==> src/rtl/sseg_pkg.sv <==
// Shared types and constants for the seven-segment display arbiter.
// Segment patterns are active-low {g,f,e,d,c,b,a}.
package sseg_pkg;

  typedef enum logic {IDLE, OWN} arb_state_t;

  localparam logic [6:0] SSEG_BLANK = 7'h7F;

  localparam logic [6:0] SSEG_HEX [16] = '{
    7'h40, 7'h79, 7'h24, 7'h30, 7'h19, 7'h12, 7'h02, 7'h78,
    7'h00, 7'h10, 7'h08, 7'h03, 7'h46, 7'h21, 7'h06, 7'h0E
  };

endpackage

==> src/rtl/hex2sseg.sv <==
// Combinational hex nibble to active-low seven-segment pattern.
module hex2sseg
  import sseg_pkg::*;
(
  input  logic [3:0] nibble,
  output logic [6:0] seg
);

  assign seg = SSEG_HEX[nibble];

endmodule

==> src/rtl/disp_arb_seven_seg.sv <==
// Round-robin arbiter sharing the 8-digit seven-segment display between two
// requesters, with minimum dwell time and a registered decode of the owner's value.
module disp_arb_seven_seg
  import sseg_pkg::*;
#(
  parameter int DWELL = 50_000_000
) (
  input  logic        clk,
  input  logic        reset,
  input  logic [1:0]  req,
  input  logic [31:0] val0,
  input  logic [31:0] val1,
  input  logic [7:0]  mask0,
  input  logic [7:0]  mask1,
  input  logic        lzb0,
  input  logic        lzb1,
  output logic [1:0]  ack,
  output logic [1:0]  gnt,
  output logic [6:0]  seg0,
  output logic [6:0]  seg1,
  output logic [6:0]  seg2,
  output logic [6:0]  seg3,
  output logic [6:0]  seg4,
  output logic [6:0]  seg5,
  output logic [6:0]  seg6,
  output logic [6:0]  seg7,
  output logic [7:0]  seg_dis
);

  localparam int DW_W = $clog2(DWELL + 1);
  localparam logic [DW_W-1:0] CNT_MAX = DW_W'(DWELL - 1);

  arb_state_t      state, state_nxt;
  logic            owner, owner_nxt;
  logic            rr, rr_nxt;
  logic [DW_W-1:0] cnt, cnt_nxt;
  logic            grant;
  logic [1:0]      ack_nxt;

  logic [31:0]     sel_val;
  logic [7:0]      sel_mask;
  logic            sel_lzb;
  logic [7:0]      lz;
  logic            zero_run;
  logic [6:0]      dec_seg [8];
  logic [6:0]      seg_q   [8];
  logic [7:0]      dis_q;

  always_ff @(posedge clk) begin
    if (reset) begin
      state <= IDLE;
      owner <= 1'b0;
      rr    <= 1'b0;
      cnt   <= '0;
      ack   <= 2'b00;
    end else begin
      state <= state_nxt;
      owner <= owner_nxt;
      rr    <= rr_nxt;
      cnt   <= cnt_nxt;
      ack   <= ack_nxt;
    end
  end

  // A handover (release or preemption) goes straight to the other owner, never via IDLE.
  always_comb begin
    state_nxt = state;
    owner_nxt = owner;
    rr_nxt    = rr;
    cnt_nxt   = cnt;
    grant     = 1'b0;
    case (state)
      IDLE: begin
        if (req != 2'b00) begin
          grant     = 1'b1;
          state_nxt = OWN;
          if (&req) begin
            owner_nxt = rr;
            rr_nxt    = ~rr;
          end else begin
            owner_nxt = req[1];
          end
        end
      end
      OWN: begin
        if (!req[owner]) begin
          if (req[~owner]) begin
            grant     = 1'b1;
            owner_nxt = ~owner;
          end else begin
            state_nxt = IDLE;
          end
        end else if (req[~owner] && cnt == CNT_MAX) begin
          grant     = 1'b1;
          owner_nxt = ~owner;
        end else if (cnt < CNT_MAX) begin
          cnt_nxt = cnt + 1'b1;
        end
      end
      default: state_nxt = IDLE;
    endcase
    if (grant) cnt_nxt = '0;
    ack_nxt = grant ? (owner_nxt ? 2'b10 : 2'b01) : 2'b00;
  end

  assign gnt = (state == OWN) ? (owner ? 2'b10 : 2'b01) : 2'b00;

  // Display follows the incoming owner so new digits land together with gnt.
  assign sel_val  = owner_nxt ? val1  : val0;
  assign sel_mask = owner_nxt ? mask1 : mask0;
  assign sel_lzb  = owner_nxt ? lzb1  : lzb0;

  always_comb begin
    lz       = '0;
    zero_run = sel_lzb;
    for (int k = 7; k >= 1; k--) begin
      zero_run = zero_run & (sel_val[4*k +: 4] == 4'h0);
      lz[k]    = zero_run;
    end
  end

  for (genvar k = 0; k < 8; k++) begin : g_dec
    hex2sseg u_hex (
      .nibble (sel_val[4*k +: 4]),
      .seg    (dec_seg[k])
    );
  end

  always_ff @(posedge clk) begin
    if (reset || state_nxt == IDLE) begin
      for (int k = 0; k < 8; k++) seg_q[k] <= SSEG_BLANK;
      dis_q <= 8'hFF;
    end else begin
      for (int k = 0; k < 8; k++) seg_q[k] <= dec_seg[k];
      dis_q <= sel_mask | lz;
    end
  end

  assign seg0    = seg_q[0];
  assign seg1    = seg_q[1];
  assign seg2    = seg_q[2];
  assign seg3    = seg_q[3];
  assign seg4    = seg_q[4];
  assign seg5    = seg_q[5];
  assign seg6    = seg_q[6];
  assign seg7    = seg_q[7];
  assign seg_dis = dis_q;

endmodule

==> config.mk <==
export PLATFORM = sky130hd
export DESIGN_NAME = disp_arb_seven_seg
export DESIGN_NICKNAME = d
export VERILOG_FILES = /design/src/rtl/sseg_pkg.sv /design/src/rtl/hex2sseg.sv /design/src/rtl/disp_arb_seven_seg.sv
export SDC_FILE = /design/constraint.sdc
export NUM_CORES = 1
export LEC_CHECK = 0
export ABC_AREA = 1
export CORE_MARGIN = 2
export CORE_UTILIZATION = 38
export CTS_BUF_LIST = sky130_fd_sc_hd__clkbuf_2
export CTS_CLUSTER_DIAMETER = 30
export DETAILED_ROUTE_END_ITERATION = 16
export SYNTH_ARGS = -nofsm -noshare
export SYNTH_HDL_FRONTEND = slang
export SYNTH_HIERARCHICAL = 1
export SYNTH_SLANG_ARGS = --single-unit
==> constraint.sdc <==
create_clock -name clk -period 4.1 [get_ports clk]
set_input_delay 0.82 -clock clk [delete_from_list [all_inputs] [get_ports clk]]
set_output_delay 0.82 -clock clk [all_outputs]
set_load 0.02 [all_outputs]
==> results.py <==
metrics = {
    "setup_path": {
        "required_ps": 4620,
        "worstPathMaxFanout": 27,
        "critPathKind": "reg2reg",
        "crit_arrival_ps": 3870,
        "worst_setup_path_start_kind": "register",
        "crit_path_cell_trace": "ha_1 -> inv_1 -> nor2_1 -> nand2_1 -> nor2_2 -> nand3_2 -> nand3_4 -> nand2_4 -> inv_2 -> nand2_1 -> nand2_1 -> inv_1 -> ha_1 -> nand2_1 -> nand3_1 -> nand2_1 -> or2_2",
        "slowest_stage": "dfxtp_1",
        "crit_path_max_incr_delay_ps": 480,
        "path_common_cell": "nand2_1",
        "crit_path_end_kind": "register",
    },
    "sta": {
        "timing.final.crit_share": 0.817,
        "final_setup_skew_ps": 41.7,
        "timing_max_transition_violations_final": 0,
        "grt_setup_unrepaired": "false",
        "worstMarginPinSlew_ps": 532,
        "finalSetupViolCount": 0,
        "finalHoldViolations": 0,
        "maxSlewHeadroom": 0.645,
        "setup_ws_ps": 751,
        "clock_period_minus_final_worst_setup_slack_ps": 3350,
        "fmax_mhz": 299,
        "setup_tns_ps": 0,
    },
    "clock_tree": {
        "numCtsBuffers": 9,
        "post_cts.resized_instances": 0,
        "cts_tree": "built",
        "clock_sinks": 95,
        "postCtsHoldBufs": 0,
        "h-tree-depth": 3,
        "post-cts-setup-buffer-count": 0,
        "clk_pin_slew_ps": 260,
        "clock_tree.root_cell": "clkbuf_2",
        "clkLatencyLatePin_ps": 610,
        "cts-root-to-sink-buffers": 2,
    },
    "logic_synthesis": {
        "synth-edff-count": 0,
        "synth-async-reset-ratio": 0,
        "synthesis.instances": 971,
        "synth_flop_cell": "dfxtp_1",
        "synth.yosys.seq_area_share": 0.296,
        "ys_ff_latch": 95,
        "synthesis.area_per_instance_sq_um": 6.63,
        "synth_nets": 1114,
        "yosys_warnings": 6,
        "synth.distinct_cells": 39,
        "post_synth_instance_area_sq_mm": 0.00643,
    },
    "placement": {
        "placement.setup.worst_slack_ps": 331,
        "detailedPlacementHpwl_mm": 13.0,
        "post_placement_cell_area_sq_mm": 0.00807,
        "gpl.final_weighted_congestion": 0.890,
        "io_buffers": 153,
    },
    "layout": {
        "flow.area_growth_from_synthesis_pct": 27.3,
        "layout.cells.most_common_list": "nand2_1 (314), clkdlybuf4s50_1 (153), inv_1 (128), dfxtp_1 (95), nand3_1 (93)",
        "area_of_all_placed_cells_without_fillers_sq_mm": 0.00819,
        "register_area_sq_mm": 0.00190,
        "most_common_library_cell_in_the_layout_ignoring_fill_and_taps": "nand2_1",
        "layout-drive-gt1-share": 0.105,
        "final_nets": 1253,
        "utilization": 0.494,
        "final.fill_count": 1741,
        "multi_input_area_sq_mm": 0.00378,
    },
    "routing": {
        "drt-pass1-iter-count": 5,
        "vias_per_cell": 4.56,
        "vias": 6094,
        "violation_count_after_the_first_detailed_routing_iteration": 254,
        "routed_wirelength_mm": 16.6,
        "drt_drc_violations_left": 0,
        "routedWlPerCell_microns": 12.4,
        "ant_nets": 0,
    },
    "min_path": {
        "hold_class": "reg2reg",
    },
    "floorplan": {
        "effective_utilization_at_floorplan": 0.388,
        "die_y_microns": 134,
        "rows": 47,
        "boundaryPins": 154,
        "dieWidth_microns": 134,
        "core_region_area_sq_mm": 0.0166,
        "total_die_area_sq_mm": 0.0180,
    },
    "pwr": {
        "p_per_area_mw_per_mm2": 306,
        "ir_worst_vdd_uv": 133,
        "cellLeakagePower_nw": 3.89,
    },
    "status": {
        "outcome": "complete, no violations",
    },
    "flow_run": {
        "cap_violations": 0,
    },
    "global_routing": {
        "gr-total-overflow": 0,
        "via_count_of_the_first_global_routing_pass": 5766,
        "grt_antenna_before_repair": 2,
        "grt_util_all_layers": 0.190,
        "grt_start_max_net_pins": 45,
        "wire_length_of_the_first_global_routing_pass_mm": 27.4,
    },
}
## layout make-up
type	instances	area share
timing repair buffer	161	0.194
tap	220	0.0336
multi-input combinational	705	0.461
sequential	95	0.232
clock inverter	6	0.00840
antenna	2	0.000611
clock buffer	10	0.00611
inverter	138	0.0633
## cell usage after synthesis, types with 2 or more instances
library cell	count	area share
nand3b_1	6	0.0070
nand3_1	93	0.072
xnor2_1	2	0.0027
ha_1	57	0.11
nand2_1	314	0.18
nor3_1	15	0.012
o21ai_2	10	0.014
nand4_1	11	0.011
xor2_1	3	0.0041
inv_1	128	0.075
nor2_2	5	0.0049
nor3_2	2	0.0031
o21ai_1	14	0.011
a21oi_1	21	0.016
nor3b_1	5	0.0058
nor2_4	2	0.0035
buf_2	10	0.0078
nand3_2	2	0.0031
inv_2	10	0.0058
o211ai_1	2	0.0023
o21a_1	2	0.0023
buf_4	2	0.0023
dfxtp_1	95	0.30
a31oi_1	2	0.0019
clkbuf_1	10	0.0058
o21ai_0	30	0.023
or2_2	57	0.055
nand2_2	4	0.0039
nor2_1	38	0.022
buf_6	10	0.018
## state kept, by name (all words and copies together), names as in the netlist
signal	count
ack	2
cnt	26
owner	1
rr	1
seg_dis	8
seg_q	56
state	1
## where the power goes
group          leakage (nW)  internal, W  switching (W)
registers             0.786      0.00101      0.0000244
logic                  3.03     0.000420       0.000565
clock network        0.0745     0.000149       0.000347
## routing by layer
metal | global-route usage | up-vias | part of all wire
li1 | - | 3307 | -
met1 | 0.234 | 2646 | 0.47
met2 | 0.326 | 126 | 0.47
met3 | 0.0484 | 15 | 0.056
met4 | 0.0608 | 0 | 0.012
met5 | 0 | - | 0
## cells by family after synthesis
| family | after synthesis | share of synthesized area |
|---|---|---|
| compound gates | 84 | 0.0747 |
| xor+xnor | 5 | 0.00681 |
| fa+ha+maj | 57 | 0.111 |
| buf+inv | 171 | 0.117 |
| flops | 95 | 0.296 |
| mux | 1 | 0.00156 |
| simple gates | 558 | 0.393 |
## worst paths after layout
check / start / to / slack [ps] / cells after the start
setup / recovery: cnt[0] / seg_q[0][24] / 750 / 17
hold / removal: cnt[5] / cnt[5] / 510 / 2
setup reg to reg: cnt[0] / seg_q[0][24] / 750 / 17
hold reg to reg: cnt[5] / cnt[5] / 510 / 2
## critical path, delay by kind of cell, from the launching register on
| family | cells | cell delay (ps) |
|---|---|---|
| flops | 1 | 480 |
| simple gates | 12 | 1660 |
| buf+inv | 3 | 590 |
| fa+ha+maj | 2 | 530 |
## metrics by stage
stage / cells / total power (W) / hold slack, ps
floorplan: 971 / 0.00170 / 452
global placement: 1319 / 0.00204 / 472
detailed placement: 1319 / 0.00204 / 479
CTS: 1335 / 0.00255 / 513
global route: 1336 / 0.00271 / 535
finish: 1337 / 0.00251 / 513
Power figures use the tool's default switching activity.
==> RTL edit: new RTL, same settings <==
One comparison of `cnt` changes from == to >=.
--- a/src/rtl/disp_arb_seven_seg.sv
+++ b/src/rtl/disp_arb_seven_seg.sv
@@ -91,5 +91,5 @@
             state_nxt = IDLE;
           end
-        end else if (req[~owner] && cnt == CNT_MAX) begin
+        end else if (req[~owner] && cnt >= CNT_MAX) begin
           grant     = 1'b1;
           owner_nxt = ~owner;
Formal check against the unedited RTL: same outputs for any inputs over 10 cycles, from zero or initial values and one cycle with reset high; that may be too few to reach the edited logic, so the function may still have changed.
==> RTL edit against the unedited design <==
Design area is 0.50% lower. Total power is 0.74% lower. Setup slack better by 0.079 ns. Cell count is 2.1% lower. Sequential cell count stayed put. Area after synthesis is 0.86% lower. Routed wire length is 1.3% lower. Largest power group unchanged. Worst hold slack worse by 0.0067 ns.
==> RTL edit: results (changes against the unedited design) <==
status=complete, no violations; fraction of area in multi-input gates=45.5% (-0.64 points); ant diodes=1 (-1); comb_multi_in=675 (-4.3%); WHS Path Cells=2 (unchanged); hold slack=0.506 ns (-0.00675 ns); delay-heaviest family, CP=simple AND/OR/NAND/NOR gates; crit path DAT=3.77 ns (-0.10 ns); Hold EP=cnt[22]; DP Worst Slack=0.310 ns (-0.0216 ns); sequential element share of the synthesized area=29.8% (+0.26 points); NonClk Buf Share=19.6% (+0.19 points); WL/cell=12.6 um (+0.81%); switch share=35.4% (-1.9 points); combinational share of power=37.2% (-2.0 points); R2R depth=19 (+2); HP Start=cnt[22]; post-synthesis cell type count=41 (+5.1%); met2 usage in global routing=31.7% (-0.95 points); Iteration-0 DRC Markers=280 (+10%); Clock transition at path regs=0.28 ns (+0.02 ns); Worst Setup EP=seg_q[0][24]; Biggest register=seg_q; Inverters excl. clock=140 (+1.4%); largest cells by area after synthesis=dfxtp_1 (30%), nand2_1 (17%), ha_1 (11%); met3 Usage GRT=6.77% (+1.9 points); Non-clock buffers=162 (+0.62%); Slew @ Worst Pin=0.651 ns (+0.119 ns); share of cells above drive strength 1=12.3% (+1.8 points); worst r2r dst=seg_q[0][24]; # clk buffers=11 (+1); number of global-route vias before repair=5543 (-3.9%); met1 usage=23.0% (-0.38 points); placer congestion estimate=0.861 (-3.3%); top post-synthesis cells by count=nand2_1 (284), inv_1 (128), dfxtp_1 (95); Clock-cell share=1.67% (+0.22 points); drt pass-1 iters=4 (-1); Seq Cell Count=95 (unchanged); final critical-path setup slack=0.831 ns (+0.0793 ns); DP HPWL=12.9 mm (-1.5%); crit-path max FO=18 (-33%); Via-to-Cell Ratio=4.53 (-0.64%); pin count of the biggest net entering global routing=33 (-27%); nets@finish=1226 (-2.2%); Synth Net Count=1086 (-2.5%); all-layer global routing usage=18.7% (-0.31 points); H-tree Lvls=3 (unchanged); first-pass GRT wire length=26.9 mm (-2.1%); Clk network pwr share=21.6% (+1.9 points); Worst path max stage delay=0.43 ns (-0.05 ns); initial antenna violation count=1 (-1); Leak Pwr=3.95 nW (+1.4%); fillcell total=1696 (-2.6%); highest ir drop seen on vdd=0.189 mV (+42%)
[RTL edit: cell count changes after synthesis, moves of 3 or more]
cell,change
nand2_1,-30
nand2_2,+9
nand3_1,-6
nand4_1,+3
nor3_1,-5
o21a_1,+3
o21ai_0,-5
[RTL edit: logic make-up (layout without fill, tap and decap cells)]
group	after synthesis	count (layout)	share of synthesized area, %
xor+xnor	3	3	0.412
other cells	0	1	0
buf+inv	173	318	12.1
compound gates	83	83	7.75
simple gates	531	531	38.6
mux	1	1	0.157
fa+ha+maj	57	57	11.2
flops	95	95	29.8
[RTL edit: stage by stage]
step	std cells	util, %	cell area (um2)	power (mW)
floorplan	943	-	6380	1.65
global placement	1292	48.5	8010	1.98
detailed placement	1292	48.5	8010	1.97
CTS	1308	49.3	8150	2.53
global route	1309	49.3	8150	2.67
finish	1309	49.3	8150	2.49
[RTL edit: metal layers]
metal	routed length, um	vias up
met5	0	-
met2	7690	141
met3	1180	9
met4	155	0
li1	-	3211
met1	7400	2567
